## config.mk

```make
export PLATFORM = sky130hd
export DESIGN_NAME = fetch_queue_stage
export DESIGN_NICKNAME = d
export VERILOG_FILES = /design/src/rtl/fetch_queue_stage.sv
export SDC_FILE = /design/constraint.sdc
export NUM_CORES = 1
export LEC_CHECK = 0
export CAP_MARGIN = 5
export CORE_ASPECT_RATIO = 0.5
export CORE_MARGIN = 5
export CORE_UTILIZATION = 35
export CTS_CLUSTER_SIZE = 10
export DETAILED_ROUTE_END_ITERATION = 7
export PLACE_DENSITY = 0.73
export SLEW_MARGIN = 10
export SYNTH_ARGS = -nofsm -noshare
export SYNTH_HDL_FRONTEND = slang
export SYNTH_SLANG_ARGS = --single-unit
```

## constraint.sdc

```tcl
create_clock -name clk -period 3.3 [get_ports clk]
set_clock_uncertainty 0.1 [all_clocks]
set_input_delay 0.825 -clock clk [delete_from_list [all_inputs] [get_ports clk]]
set_output_delay 0.825 -clock clk [all_outputs]
set_load 0.01 [all_outputs]
```

## src/rtl/fetch_queue_stage.sv

```systemverilog
// Fetch front-end: owns the PC, issues in-order reads to instruction memory and queues
// returned words for decode. Optional misaligned-redirect trap under `ALIGN_CHECK_EN.
module fetch_queue_stage #(
  parameter int               WIDTH    = 16,
  parameter int               QDEPTH   = 2,
  parameter logic [WIDTH-1:0] RESET_PC = '0
) (
  input  logic             clk,
  input  logic             rst,
  output logic             imem_req,
  output logic [WIDTH-1:0] imem_addr,
  input  logic             imem_gnt,
  input  logic             imem_rvalid,
  input  logic [WIDTH-1:0] imem_rdata,
  input  logic             redirect_valid,
  input  logic [WIDTH-1:0] redirect_pc,
  input  logic             id_ready,
  output logic             if_valid,
  output logic [WIDTH-1:0] if_instr,
  output logic [WIDTH-1:0] if_pc,
  output logic [WIDTH-1:0] if_pc_next,
  output logic             halted,
  output logic             err
);

  localparam int PW = (QDEPTH > 1) ? $clog2(QDEPTH) : 1;
  localparam int CW = $clog2(QDEPTH + 1);

  typedef enum logic [1:0] {IDLE, WAIT, HALTED} state_t;

  state_t           state_q;
  logic [WIDTH-1:0] pc_q;
  logic [WIDTH-1:0] req_addr_q;
  logic             drop_q;

  logic [WIDTH-1:0] instr_mem [QDEPTH];
  logic [WIDTH-1:0] addr_mem  [QDEPTH];
  logic [PW-1:0]    rd_ptr;
  logic [PW-1:0]    wr_ptr;
  logic [CW-1:0]    count;

  logic             grant;
  logic             push;
  logic             pop;
  logic             is_halt;
  logic             stale_out;
  logic [WIDTH-1:0] redirect_target;
  logic             misaligned;

`ifdef ALIGN_CHECK_EN
  logic err_q;
  assign redirect_target = redirect_pc;
  assign misaligned      = redirect_pc[0];
  assign err             = err_q;
`else
  logic unused_pc_lsb;
  assign unused_pc_lsb   = redirect_pc[0];
  assign redirect_target = {redirect_pc[WIDTH-1:1], 1'b0};
  assign misaligned      = 1'b0;
  assign err             = 1'b0;
`endif

  // A read is still in flight after this cycle if we are waiting on it (or must discard it)
  // and it does not return now; a redirect must then keep waiting for that stale word.
  assign stale_out = ((state_q == WAIT) || drop_q) && !imem_rvalid;

  assign imem_req  = !rst && (state_q == IDLE) && !redirect_valid && (count < CW'(QDEPTH));
  assign imem_addr = pc_q;
  assign grant     = imem_req && imem_gnt;
  assign is_halt   = (imem_rdata[WIDTH-1 -: 5] == 5'b00000);
  assign push      = (state_q == WAIT) && imem_rvalid && !drop_q && !redirect_valid;
  assign pop       = if_valid && id_ready && !redirect_valid;

  assign if_valid   = (count != '0);
  assign if_instr   = instr_mem[rd_ptr];
  assign if_pc      = addr_mem[rd_ptr];
  assign if_pc_next = if_pc + WIDTH'(2);
  assign halted     = (state_q == HALTED);

  always_ff @(posedge clk) begin
    if (rst) begin
      state_q    <= IDLE;
      pc_q       <= RESET_PC;
      req_addr_q <= RESET_PC;
      drop_q     <= 1'b0;
`ifdef ALIGN_CHECK_EN
      err_q      <= 1'b0;
`endif
    end else if (redirect_valid) begin
      pc_q   <= redirect_target;
      drop_q <= stale_out;
      if (misaligned) begin
        state_q <= HALTED;
`ifdef ALIGN_CHECK_EN
        err_q   <= 1'b1;
`endif
      end else begin
        state_q <= stale_out ? WAIT : IDLE;
      end
    end else begin
      case (state_q)
        IDLE: begin
          if (grant) begin
            req_addr_q <= pc_q;
            pc_q       <= pc_q + WIDTH'(2);
            state_q    <= WAIT;
          end
        end
        WAIT: begin
          if (imem_rvalid) begin
            drop_q <= 1'b0;
            if (!drop_q && is_halt) state_q <= HALTED;
            else                    state_q <= IDLE;
          end
        end
        HALTED: begin
          // Only a read abandoned by a misaligned redirect can still be outstanding here.
          if (imem_rvalid) drop_q <= 1'b0;
        end
        default: state_q <= IDLE;
      endcase
    end
  end

  always_ff @(posedge clk) begin
    if (rst || redirect_valid) begin
      rd_ptr <= '0;
      wr_ptr <= '0;
      count  <= '0;
    end else begin
      if (push) wr_ptr <= wr_ptr + PW'(1);
      if (pop)  rd_ptr <= rd_ptr + PW'(1);
      count <= count + CW'(push) - CW'(pop);
    end
  end

  always_ff @(posedge clk) begin
    if (push) begin
      instr_mem[wr_ptr] <= imem_rdata;
      addr_mem[wr_ptr]  <= req_addr_q;
    end
  end

endmodule

```

==> results.cfg <==
[global_route]
use_met3_pct = 4.075
gr-usage-all-layers_pct = 13.97
top_usage_layer = met2
grt_pass1_vias = 3264
use_met1_pct = 17.28
met2_usage_pct = 23.58
grt_max_degree = 35
antenna_found_initial = 0
grt_overflow = 0
grt_pass1_wl_microns = 16840

[clock_network]
tritoncts = built
cts_inserted_buffers = 9
cts-root-buf = clkbuf_16
cts-htree-levels = 3
clk_latency_ns = 0.35
clk_pin_slew_ns = 0.07
hold_buffers = 0
clock_path_buffers = 2
cts.sinks = 100

[synthesis]
yosys_warnings = 0
synth_area_sq_um = 4452
postSynthAreaPerCell_sq_um = 11.75
seq_area_frac_synth_pct = 58.91
synthArstFlopShare_pct = 0
synthesis.instances = 379
ys_ff_latch = 100
synth_edf_count = 62
synth_ff_type = edfxtp_1
ys_types = 57

[floorplanning]
core_sq_um = 12550
die_area_sq_um = 15210
io_pins = 106
rows = 29
die_w_microns = 169.5
initial_utilization_pct = 35.46
die_h_microns = 89.75

[worst_hold_path]
hold_path_class = flop to flop
hold_depth = 0
holdCritStartpoint = req_addr_q[11]$_SDFFE_PP0P_

[drt]
routed_via_density = 4.890
drc = 0
detail-route-antenna-nets = 0
first_pass_iters = 5
vias = 3281
routed_wl_microns = 10570
wl_per_cell_microns = 15.75
drt_iter0_drc = 303

[timing]
setup_violations = 1
holdWs_ns = 0.3542
min_period_ns = 3.302
final_hold_viol_count = 0
setup_slack_ns = -0.001884
max_freq_ghz = 0.3029
drv_slew = 0
rsz0062_at_grt = yes
timing.final.crit_share_pct = 100.1

[placement]
io_buffers = 100
dp.cells = 649
pre_cts_ws_ns = -0.06577
hpwl_microns = 7582
gp_congestion = 0.7654

[outcome]
violations = setup timing
status = finished, violations left

[critical_path]
cpMostUsedCell = buf_4
reg2reg_depth = 10
worstPathMaxFanout = 4
cp_slowest_cell = a221oi_4
arrival_ns = 2.38
critPathLaunchType = flop
crit_chain = mux2i_2 > inv_2 > ha_4 > nand4b_1 > a221oi_4 > buf_4 > buf_4 > nand4_1 > xnor2_2 > buf_2
required_ns = 2.37
max_stage_delay_ns = 0.40
worstReg2RegStart = state_q[1]$_SDFFE_PP0P_
path_class = flop to primary output
worst_setup_path_end_kind = primary output

[finish]
fin_nets = 542
drive_gt1_share_pct = 16.77
fin_util_pct = 48.76
areaGrowthSynthToFinish_pct = 37.52
antenna_cells = 0
final_cells = 671
fill_cells = 1127

[pwr]
irDropWorstVdd_mv = 0.2352
leakagePower_nw = 2.183
power_mw = 2.649
power_density_nw_per_um2 = 432.7

[run]
maxCapViolations = 0
[cells in the final DEF, fill, tap and decap left out, drive strengths merged, types with 12 or more instances in the layout]
cell	n
dfxtp	38
edfxtp	62
inv	18
nand3	14
xnor2	12
clkbuf	12
a21oi	22
mux2	26
buf	25
clkdlybuf4s50	90
nand2	47
nor2	15
[metrics by stage]
stage	area [sq um]	setup TNS, ns
after floorplan	4481	0
after global placement	5759	-0.07453
after CTS	6092	-0.1360
after global routing	6122	-0.1757
after detailed placement	5759	-0.06577
final	6122	-0.001884
[layout make-up]
cell class                 count  area, sq um  share of cell area (%)
timing repair buffer         124         1201                   19.62
inverter                      16        60.06                  0.9810
clock buffer                  10        229.0                   3.740
sequential                   100         2626                   42.90
multi-input combinational    245         1737                   28.37
tap                          170        212.7                   3.474
clock inverter                 6        56.30                  0.9197
[sequential cells by signal (all words and copies together), names as in the netlist, named ones only]
| register | cells |
|---|---|
| state_q | 2 |
| imem_addr | 15 |
| instr_mem | 32 |
| addr_mem | 30 |
| rd_ptr | 1 |
| count | 2 |
| req_addr_q | 15 |
| wr_ptr | 1 |
| drop_q | 1 |
[path summary, 6_finish.rpt]
path,endpoint,slack (ns)
setup / recovery,if_pc_next[15],-0.002
hold reg to reg,addr_mem[0][11]$_DFFE_PP_,0.35
setup reg to reg,count[1]$_SDFF_PP0_,1.00
hold / removal,addr_mem[0][11]$_DFFE_PP_,0.35
[kinds of logic after synthesis]
logic type | after synthesis | synth area share, %
AOI/OAI and AO/OA | 61 | 9.585
xor gates and xnor gates | 19 | 3.738
adders and majority gates | 8 | 2.249
buffers and inverters | 37 | 3.597
DFF | 100 | 58.91
muxes | 31 | 7.701
other | 1 | 0.08424
and+or+nand+nor | 122 | 14.14
[report_power, final]
part           switching (mW)  internal [mW]  leakage [nW]  total [mW]
Clock                   0.491          0.529         0.138        1.02
Sequential             0.0291           1.35         0.875        1.38
Combinational           0.114          0.136          1.17       0.250
[cells in the mapped netlist, types with 3 or more instances]
library cell	number	area [sq um]
edfxtp_1	62	1862
nand2_1	47	176.4
dfxtp_1	38	760.7
mux2_2	26	292.8
a21oi_1	22	110.1
nand3_1	14	70.07
nor2_1	14	52.55
inv_1	13	48.80
xnor2_1	12	105.1
clkbuf_1	11	41.29
nand4_1	11	68.82
ha_1	8	100.1
xor2_1	7	61.31
and3_1	6	37.54
nor3_1	6	30.03
a211o_1	5	43.79
buf_2	5	25.02
mux2i_1	5	50.05
o21ai_0	5	25.02
buf_4	4	30.03
nand4b_1	4	35.03
a221oi_1	3	26.28
a22oi_1	3	22.52
a311oi_1	3	26.28
and2_1	3	18.77
nor2b_1	3	18.77
nor4_1	3	18.77
[worst max-delay path, delay by kind of cell, from the launching register on]
| family | cells | cell delay [ns] |
|---|---|---|
| mux | 1 | 0.16 |
| fa+ha+maj | 1 | 0.14 |
| xor+xnor | 1 | 0.17 |
| simple gates | 2 | 0.31 |
| compound gates | 1 | 0.40 |
| buf+inv | 4 | 0.48 |
| flops | 1 | 0.37 |
[what timing repair did]
| action | in CTS | in global routing |
|---|---|---|
| buffers inserted | 3 | 3 |
| pin swaps | 3 | 3 |
| cloned | 0 | 0 |
| endpoints found under the setup margin | 10 | 10 |
| resized for setup | 12 | 14 |
[per-layer routing]
metal / share of wire, % / vias to the layer above
met5: 0 / -
met4: 1.2 / 0
met2: 49 / 69
met1: 45 / 1572
li1: - / 1630
met3: 4.6 / 10
Power figures use the tool's default switching activity.
